`config.mk`:
```
export PLATFORM = sky130hd
export DESIGN_NAME = stream_frame_writer_flat
export DESIGN_NICKNAME = d
export VERILOG_FILES = /design/src/rtl/stream_frame_writer_pkg.sv /design/src/rtl/stream_frame_writer_if.sv /design/src/rtl/stream_frame_writer_counter.sv /design/src/rtl/stream_frame_writer.sv /design/src/flat_wrapper.sv
export SDC_FILE = /design/constraint.sdc
export NUM_CORES = 1
export LEC_CHECK = 0
export ABC_AREA = 1
export CORE_MARGIN = 5
export CORE_UTILIZATION = 43
export CTS_CLUSTER_SIZE = 28
export DETAILED_ROUTE_END_ITERATION = 8
export PLACE_DENSITY = 0.81
export SYNTH_ARGS = -nofsm -noshare
export SYNTH_HDL_FRONTEND = slang
export SYNTH_SLANG_ARGS = --single-unit
export TNS_END_PERCENT = 5
```
`constraint.sdc`:
```
create_clock -name clk -period 2.5 [get_ports clk]
set_input_delay 0.25 -clock clk [delete_from_list [all_inputs] [get_ports clk]]
set_output_delay 0.25 -clock clk [all_outputs]
set_load 0.02 [all_outputs]
```
`src/rtl/stream_frame_writer_pkg.sv`:
```
// stream_writer_pkg: shared state type, default frame geometry and pixel packing
// for the stream_frame_writer block.
package stream_writer_pkg;

  localparam int H_RES_DEF    = 320;
  localparam int V_RES_DEF    = 240;
  localparam int FRAME_PIXELS = H_RES_DEF * V_RES_DEF;

  typedef enum logic [1:0] {
    IDLE  = 2'd0,
    SYNC  = 2'd1,
    WRITE = 2'd2,
    DRAIN = 2'd3
  } state_t;

  // Keeps the top 4 bits of each 10-bit channel; plain truncation, no rounding.
  function automatic logic [11:0] pack_rgb30_to_12(input logic [29:0] rgb);
    return {rgb[29:26], rgb[19:16], rgb[9:6]};
  endfunction

endpackage

```
`src/rtl/stream_frame_writer_if.sv`:
```
// stream_frame_writer_if: 30-bit RGB pixel stream with sop/eop framing and a
// valid/ready handshake; the writer sits on the slave side.
interface stream_frame_writer_if #(
  parameter int DATA_W = 30
);

  logic [DATA_W-1:0] in_data;
  logic              in_valid;
  logic              in_sop;
  logic              in_eop;
  logic              in_ready;

  modport master (
    output in_data, in_valid, in_sop, in_eop,
    input  in_ready
  );

  modport slave (
    input  in_data, in_valid, in_sop, in_eop,
    output in_ready
  );

endinterface

```
`src/rtl/stream_frame_writer_counter.sv`:
```
// frame_addr_counter: pixel index within the frame; clear and inc may be combined,
// which loads 1 (pixel 0 is being written this cycle, the next beat is pixel 1).
module frame_addr_counter #(
  parameter int ADDR_W       = 17,
  parameter int FRAME_PIXELS = 76800
) (
  input  logic              clk,
  input  logic              reset,
  input  logic              clear,
  input  logic              inc,
  output logic [ADDR_W-1:0] count,
  output logic              is_last
);

  localparam logic [ADDR_W-1:0] LAST = ADDR_W'(FRAME_PIXELS - 1);

  logic [ADDR_W-1:0] count_q, count_d;

  always_comb begin
    count_d = (clear ? '0 : count_q) + ADDR_W'(inc);
  end

  always_ff @(posedge clk) begin
    if (reset) begin
      count_q <= '0;
    end else begin
      count_q <= count_d;
    end
  end

  assign count   = count_q;
  assign is_last = (count_q == LAST);

endmodule

```
`src/rtl/stream_frame_writer.sv`:
```
// stream_frame_writer: captures sop/eop framed RGB30 pixels into a 12-bit frame buffer
// write port. Define STREAM_WRITER_ERRCNT_EN to add the saturating err_count output.
module stream_frame_writer
  import stream_writer_pkg::*;
#(
  parameter int H_RES  = 320,
  parameter int V_RES  = 240,
  parameter int DATA_W = 30,
  parameter int ADDR_W = 17,
  parameter int PIX_W  = 12
) (
  input  logic                 clk,
  input  logic                 reset,
  stream_frame_writer_if.slave strm,
  input  logic                 arm,
  input  logic                 continuous,
  output logic [ADDR_W-1:0]    wr_addr,
  output logic [PIX_W-1:0]     wr_data,
  output logic                 wr_en,
  output logic                 busy,
  output logic                 frame_done,
  output logic                 err_short,
  output logic                 err_long
`ifdef STREAM_WRITER_ERRCNT_EN
  ,
  output logic [7:0]           err_count
`endif
);

  localparam int FRAME_PIX = H_RES * V_RES;

  state_t            state_q, state_d;
  state_t            end_state;
  logic [ADDR_W-1:0] wr_addr_q, wr_addr_d;
  logic [PIX_W-1:0]  wr_data_q, wr_data_d;
  logic              wr_en_q, wr_en_d;
  logic              frame_done_q, frame_done_d;
  logic              err_short_q, err_short_d;
  logic              err_long_q, err_long_d;
  logic              beat_acc;
  logic              cnt_clear, cnt_inc, cnt_last;
  logic [ADDR_W-1:0] cnt;
  logic [DATA_W-1:0] pix_in;

  // The sink never backpressures; only reset holds ready low.
  assign strm.in_ready = ~reset;
  assign beat_acc      = strm.in_valid & strm.in_ready;
  assign pix_in        = strm.in_data;
  assign end_state     = continuous ? SYNC : IDLE;

  frame_addr_counter #(
    .ADDR_W       (ADDR_W),
    .FRAME_PIXELS (FRAME_PIX)
  ) u_addr_cnt (
    .clk     (clk),
    .reset   (reset),
    .clear   (cnt_clear),
    .inc     (cnt_inc),
    .count   (cnt),
    .is_last (cnt_last)
  );

  always_comb begin
    state_d      = state_q;
    wr_en_d      = 1'b0;
    wr_addr_d    = wr_addr_q;
    wr_data_d    = wr_data_q;
    frame_done_d = 1'b0;
    err_short_d  = 1'b0;
    err_long_d   = 1'b0;
    cnt_clear    = 1'b0;
    cnt_inc      = 1'b0;

    case (state_q)
      IDLE: begin
        if (arm) begin
          state_d = SYNC;
        end
      end

      SYNC: begin
        if (beat_acc && strm.in_sop) begin
          wr_en_d   = 1'b1;
          wr_addr_d = '0;
          wr_data_d = pack_rgb30_to_12(pix_in);
          cnt_clear = 1'b1;
          cnt_inc   = ~strm.in_eop;
          if (strm.in_eop) begin
            err_short_d = 1'b1;
            state_d     = end_state;
          end else begin
            state_d = WRITE;
          end
        end
      end

      WRITE: begin
        if (beat_acc) begin
          wr_en_d   = 1'b1;
          wr_data_d = pack_rgb30_to_12(pix_in);
          if (strm.in_sop) begin
            // A fresh sop truncates the current frame and restarts at pixel 0.
            wr_addr_d   = '0;
            err_short_d = 1'b1;
            cnt_clear   = 1'b1;
            cnt_inc     = ~strm.in_eop;
            if (strm.in_eop) begin
              state_d = end_state;
            end
          end else begin
            wr_addr_d = cnt;
            if (cnt_last) begin
              cnt_clear = 1'b1;
              if (strm.in_eop) begin
                frame_done_d = 1'b1;
                state_d      = end_state;
              end else begin
                err_long_d = 1'b1;
                state_d    = DRAIN;
              end
            end else if (strm.in_eop) begin
              err_short_d = 1'b1;
              cnt_clear   = 1'b1;
              state_d     = end_state;
            end else begin
              cnt_inc = 1'b1;
            end
          end
        end
      end

      DRAIN: begin
        if (beat_acc && strm.in_eop) begin
          state_d = end_state;
        end
      end

      default: state_d = IDLE;
    endcase
  end

  always_ff @(posedge clk) begin
    if (reset) begin
      state_q      <= IDLE;
      wr_en_q      <= 1'b0;
      wr_addr_q    <= '0;
      wr_data_q    <= '0;
      frame_done_q <= 1'b0;
      err_short_q  <= 1'b0;
      err_long_q   <= 1'b0;
    end else begin
      state_q      <= state_d;
      wr_en_q      <= wr_en_d;
      wr_addr_q    <= wr_addr_d;
      wr_data_q    <= wr_data_d;
      frame_done_q <= frame_done_d;
      err_short_q  <= err_short_d;
      err_long_q   <= err_long_d;
    end
  end

  assign wr_en      = wr_en_q;
  assign wr_addr    = wr_addr_q;
  assign wr_data    = wr_data_q;
  assign frame_done = frame_done_q;
  assign err_short  = err_short_q;
  assign err_long   = err_long_q;
  assign busy       = (state_q != IDLE);

`ifdef STREAM_WRITER_ERRCNT_EN
  logic [7:0] err_cnt_q, err_cnt_d;
  logic       arm_accept;

  assign arm_accept = (state_q == IDLE) && arm;

  // Counted on the same edge that registers the error pulse, so both appear together.
  always_comb begin
    err_cnt_d = err_cnt_q;
    if (arm_accept) begin
      err_cnt_d = '0;
    end else if ((err_short_d || err_long_d) && (err_cnt_q != 8'hFF)) begin
      err_cnt_d = err_cnt_q + 8'd1;
    end
  end

  always_ff @(posedge clk) begin
    if (reset) begin
      err_cnt_q <= '0;
    end else begin
      err_cnt_q <= err_cnt_d;
    end
  end

  assign err_count = err_cnt_q;
`endif

endmodule

```
`src/flat_wrapper.sv`:
```
// flat-port wrapper written by rule: the top's interface ports become plain ports
module stream_frame_writer_flat import stream_writer_pkg::*;
#(
  parameter int H_RES  = 320,
  parameter int V_RES  = 240,
  parameter int DATA_W = 30,
  parameter int ADDR_W = 17,
  parameter int PIX_W  = 12
)
  (clk, reset, arm, continuous, wr_addr, wr_data, wr_en, busy, frame_done, err_short, err_long, strm_in_data, strm_in_valid, strm_in_sop, strm_in_eop, strm_in_ready);
  stream_frame_writer_if #(.DATA_W(DATA_W)) strm_i ();
  input  logic clk;
  input  logic reset;
  input  logic arm;
  input  logic continuous;
  output logic [ADDR_W-1:0] wr_addr;
  output logic [PIX_W-1:0] wr_data;
  output logic wr_en;
  output logic busy;
  output logic frame_done;
  output logic err_short;
  output logic err_long;
  input wire logic [$bits(strm_i.in_data)-1:0] strm_in_data;
  input wire logic [$bits(strm_i.in_valid)-1:0] strm_in_valid;
  input wire logic [$bits(strm_i.in_sop)-1:0] strm_in_sop;
  input wire logic [$bits(strm_i.in_eop)-1:0] strm_in_eop;
  output wire logic [$bits(strm_i.in_ready)-1:0] strm_in_ready;
  assign strm_i.in_data = strm_in_data;
  assign strm_i.in_valid = strm_in_valid;
  assign strm_i.in_sop = strm_in_sop;
  assign strm_i.in_eop = strm_in_eop;
  assign strm_in_ready = strm_i.in_ready;
  stream_frame_writer #(.H_RES(H_RES), .V_RES(V_RES), .DATA_W(DATA_W), .ADDR_W(ADDR_W), .PIX_W(PIX_W)) u_core (.clk(clk), .reset(reset), .strm(strm_i), .arm(arm), .continuous(continuous), .wr_addr(wr_addr), .wr_data(wr_data), .wr_en(wr_en), .busy(busy), .frame_done(frame_done), .err_short(err_short), .err_long(err_long));
endmodule
```
Word-level counts from Yosys, hierarchy flattened
Cells that the tools add are included.
- output and inout bits: 35
- bits in read-only memories: 0
- memory bits (writable): 0
- memories kept: 0
- flip-flop bits (word level): 52
- bits of input ports: 37
- latch bits: 0
- word-level logic and storage cells: 69
- bitwise logic cells: 6
- shift-type cells: 0
- reductions and logical operators: 8
- muxes and demuxes: 38
- order comparisons: 0
- equal/unequal tests: 8
- $add $sub $neg: 1
- multiply operators: 0
- divide/modulo/power cells: 0
- operators with widths (operator ; count):
    2-to-1 mux 17 bit ; 4
    case mux 17 bit (2 select lines) ; 1
    2-to-1 mux 12 bit ; 2
    case mux 12 bit (2 select lines) ; 1
    2-to-1 mux 2 bit ; 9
    adder 17 x 1 -> 17 bit ; 1
    == test 17 bit (second input constant) ; 1
    2-to-1 mux 1 bit ; 16
    case mux 1 bit (2 select lines) ; 4
    case mux 2 bit (4 select lines) ; 1
    inequality test 2 x 1 -> 1 bit (second input constant) ; 3
    NOT 1 bit ; 5
    OR reduction 5 bit ; 1
    == test 2 bit (second input constant) ; 2
    AND reduction 4 bit ; 1
    nonzero test 2 bit ; 2
    AND reduction 3 bit ; 1
    == test 2 x 1 -> 1 bit (second input constant) ; 1
    logical AND 1 bit ; 2
    logical NOT 2 bit ; 1
    inequality test 2 bit (second input constant) ; 1
    AND 1 bit ; 1

Logic depth before layout (Yosys ltp)
- depth after elaboration: 7
- gate-level depth with buffers: 21
- gate-level depth less buffers: 19

Cells and area by module
Synthesis repeated with hierarchy kept, for this count alone.
- cell total of the unflattened synthesis: 414
- area total of the unflattened synthesis: 2706.3 um^2
- by module, submodules not included (module ; area each (um^2) ; instances ; cells an instance ; seq. area each (um^2)):
    stream_frame_writer ; 1604.0 ; 1 ; 235 ; 700.7
    frame_addr_counter ; 1102.3 ; 1 ; 179 ; 340.3

Worst setup path after synthesis
No wires, ideal clock.
- kind: reg-to-reg
- from: reg u_core.state_q[0]
- to: reg u_core.u_addr_cnt.count_q[11], in the netlist u_core.u_addr_cnt.count[11]
- cell stages (with the launch flop): 19
- path slack: 217 ps
- path buffers: 1
- required time: 2386 ps
- data arrival time: 2169 ps
- period minus slack after synthesis: 2283 ps
- library setup time: 114 ps
- cells stage by stage: dfxtp_1 -> inv_1 -> ha_1 -> nand3_1 -> nand2_2 -> nand2_2 -> inv_2 -> nand2_8 -> buf_12 -> inv_2 -> nor2_1 -> ha_1 -> inv_1 -> nor2_4 -> nand2_2 -> nor2_4 -> nand2_1 -> o21ai_1 -> nor2_1
- cells in the longest elaborated chain, start to end: 4
- elaborated cells on any way between the ends: 6
- those cells by class: 1 x add/sub; 2 x eq/ne; 3 x mux
- ends and longest elaborated chain (item ; RTL line ; source):
    start: declaration ; stream_frame_writer.sv:32 ; state_t state_q, state_d;
    start signal: assignment ; stream_frame_writer.sv:152 ; state_q <= state_d;
    == test 2 bit or == test 2 x 1 -> 1 bit (tied branches) ; stream_frame_writer.sv:74 ; case (state_q)
    case mux 1 bit (2 select lines) ; stream_frame_writer.sv:74 ;
    2-to-1 mux 17 bit ; stream_frame_writer_counter.sv:20 ; count_d = (clear ? '0 : count_q) + ADDR_W'(inc);
    adder 17 x 1 -> 17 bit (*) ; stream_frame_writer_counter.sv:20 ;
    end signal: assignment ; stream_frame_writer_counter.sv:27 ; count_q <= count_d;
    end: declaration ; stream_frame_writer_counter.sv:17 ; logic [ADDR_W-1:0] count_q, count_d;
Every way passes the cells marked *; elsewhere a longest branch is shown, timed or not.
A chain may end at the register's enable or synchronous reset.

Worst setup path in the final report
- from: reg u_core.u_addr_cnt.count_q[1], in the netlist u_core.u_addr_cnt.count[1]
- to: reg u_core.u_addr_cnt.count_q[6], in the netlist u_core.u_addr_cnt.count[6]
- cells in the longest elaborated chain, start to end: 7
- elaborated cells on any way between the ends: 11
- those cells by class: 1 x add/sub; 1 x eq/ne; 9 x mux
- ends and longest elaborated chain (item ; RTL line ; source):
    == test 17 bit ; stream_frame_writer_counter.sv:32 ; assign is_last = (count_q == LAST);
    2-to-1 mux 1 bit ; stream_frame_writer.sv:112 ; if (cnt_last) begin
    2-to-1 mux 1 bit ; stream_frame_writer.sv:101 ; if (strm.in_sop) begin
    2-to-1 mux 1 bit ; stream_frame_writer.sv:98 ; if (beat_acc) begin
    case mux 1 bit (2 select lines) ; stream_frame_writer.sv:74 ;
    2-to-1 mux 17 bit ; stream_frame_writer_counter.sv:20 ;
    adder 17 x 1 -> 17 bit (*) ; stream_frame_writer_counter.sv:20 ;
Marked as above.

==> impl_metrics.yaml <==
status:
  outcome: "finished, final reports clean"
cts:
  cts_made_buffers: 5
  htree_num_levels: 2
  cts_tree: "built"
  cts_setup_buffers: 0
  cts.clk_slew.worst_paths_ns: 0.10
  clockRootBuffer: "clkbuf_8"
  hold_buffers: 0
  clock_sinks: 52
  cts_buffer_depth: 2
  cts_resized: 0
  clk_latency_ns: 0.31
layout:
  drive_above_1_share_pct: 15.2
  area.growth.synth_to_final_pct: 33.2
  num_antenna_cells: 0
  stdcell_area_um2: 3420
  finalNonFillerCells: 503
  final_nets: 471
die:
  die_area_um2: 7610
  core_area_um2: 5850
  dieWidth_um: 87.3
  rows: 28
  chipHeight_um: 87.3
  start_util_pct: 43.9
  io_pins: 72
critical_path:
  arrival_ns: 2.53
  end_kind: "flip-flop"
  required_ns: 2.70
  worstSetupPathType: "reg -> reg"
  start_kind: "flip-flop"
  worst-path-max-fanout: 5
timing:
  final.setup_skew_ns: 0.00272
  setup_ws_ns: 0.176
  slew_viol_final: 0
  fin_tns_setup_ns: 0
  final-setup-viol-count: 0
  slew_headroom_pct: 34.2
  timing.final.crit_share_pct: 93.0
  tightestPinTransition_ns: 0.984
  fin_crit_ns: 2.32
  finalHoldViolCount: 0
  rsz0062_at_grt: "yes"
  max_freq_mhz: 430
  whs_ns: 0.471
global_routing:
  first_global_vias: 2419
  grt_max_degree: 36
  grt_antenna_before_repair: 0
  overflow: 0
  grt_first_pass_wirelength_um: 11100
  grtUsageTotal_pct: 18.1
synth:
  ys_types: 32
  ys_seq_elements: 52
  synth_nets: 401
  postSynthAreaPerCell_um2: 7.19
  synth_area_leaders: "dfxtp_1, nor2_1, nand2_1"
  synth_edf_count: 0
  syn_inst: 357
  async_reset_ff_share_pct: 0
  yosysSeqAreaShare_pct: 40.6
  netlist.area_leader.share_pct: 40.6
  synth_area_leader_cell: "dfxtp_1"
  netlist_area_um2: 2570
  synthFlopType: "dfxtp_1"
  yosysWarningCount: 0
  synth_common_cells: "nor2_1, dfxtp_1, nand2_1, inv_1"
  synth.most_common_cell: "nor2_1"
placed_design:
  place_ws_ns: -0.00963
  place_area_um2: 3290
  globalplace.congestion: 0.907
  numPortBuffers: 53
  dp_cells: 495
  dpl.hpwl_um: 4930
detailed_routing:
  drtIter0Drc: 184
  ant_nets: 0
  wirelength_um: 6800
  num_vias: 2549
  wire_per_inst_um: 13.5
  drt_pass1_iterations: 4
  vias_per_cell: 5.07
  drc: 0
hold_path:
  hold_path.class: "reg -> reg"
power:
  ir_drop_mv: 0.420
  cellPowerDensity_nw_per_um2: 646
  leakage_uw: 0.00135
flow_run:
  maxCapViolations: 0
[power by group]
part	total, µW	internal [µW]	switching (µW)
sequential	971	924	47.3
combinational	644	273	371
clock	592	303	289
total	2210	1500	707
[path summary, 6_finish.rpt]
| kind | from | to | slack, ns | cells past startpoint |
|---|---|---|---|---|
| max reg2reg | u_core.u_addr_cnt.count[1]$_SDFF_PP0_ | u_core.u_addr_cnt.count[6]$_SDFF_PP0_ | 0.18 | 15 |
| min reg2reg | u_core.wr_addr[7]$_SDFFE_PP0P_ | u_core.wr_addr[7]$_SDFFE_PP0P_ | 0.47 | 2 |
| max | u_core.u_addr_cnt.count[1]$_SDFF_PP0_ | u_core.u_addr_cnt.count[6]$_SDFF_PP0_ | 0.18 | 15 |
| min | u_core.wr_addr[7]$_SDFFE_PP0P_ | u_core.wr_addr[7]$_SDFFE_PP0P_ | 0.47 | 2 |
[per-stage QoR]
step	util, %	power (µW)
2_1_floorplan	-	1330
3_3_place_gp	56.2	1610
3_5_place_dp	56.2	1630
4_1_cts	58.1	2220
5_1_grt	58.4	2310
6_report	58.4	2210
[registers in the layout, summed over array words and instances (netlist names)]
signal                   cells
u_core.err_long              1
u_core.err_short             1
u_core.frame_done            1
u_core.state_q               2
u_core.u_addr_cnt.count     17
u_core.wr_addr              17
u_core.wr_data              12
u_core.wr_en                 1
[layout by cell type (no fill, tap or decap), types with 2 or more instances in the layout]
cell type / synthesis / final
nand2_1: 51 / 51
clkbuf_8: 0 / 5
nand4_1: 2 / 2
ha_1: 7 / 7
inv_2: 6 / 7
clkdlybuf4s50_1: 0 / 53
a21oi_1: 32 / 32
nor2_4: 4 / 5
dfxtp_1: 52 / 50
nor3_1: 4 / 3
o21ai_1: 3 / 4
inv_1: 34 / 33
nand2_2: 7 / 7
nand3_4: 3 / 3
buf_4: 0 / 23
o21ai_0: 32 / 31
nor2_2: 3 / 3
nand3_1: 26 / 26
nor2_1: 66 / 65
[worst max-delay path: stages, from the launching register on]
cell      delay [ns]
dfxtp_1         0.43
nand2_1         0.09
nor2_1          0.13
nand2_1         0.06
nor2_1          0.09
nand2_1         0.12
o21ai_1         0.22
a211oi_2        0.12
ha_1            0.22
nand3_1         0.16
inv_2           0.05
nand2_1         0.14
nor2_4          0.05
buf_4           0.13
a21oi_1         0.14
nor3_2          0.05
[metal layers]
layer / global-route usage [%] / part of all wire (%)
met1: 23.5 / 43
met2: 30.9 / 51
met3: 3.41 / 5.4
met4: 4.60 / 1.0
met5: 0 / 0
[cell families (layout without fill, tap and decap cells)]
kind of cell    count (synthesis)  count (layout)  synth area share [%]
compound gates                 73              73                  15.0
fa+ha+maj                       7               7                  3.41
simple gates                  171             171                  31.8
flops                          52              52                  40.6
buf+inv                        54             125                  9.21
[cell type report]
class	instances	area (µm²)
inverters	41	156
clock inverters	2	38.8
flip-flops and latches	52	1050
repair buffers	76	703
fillers	520	2430
well taps	75	93.8
multi-input cells	251	1310
clock buffers	6	72.6
Power figures use the tool's default switching activity.
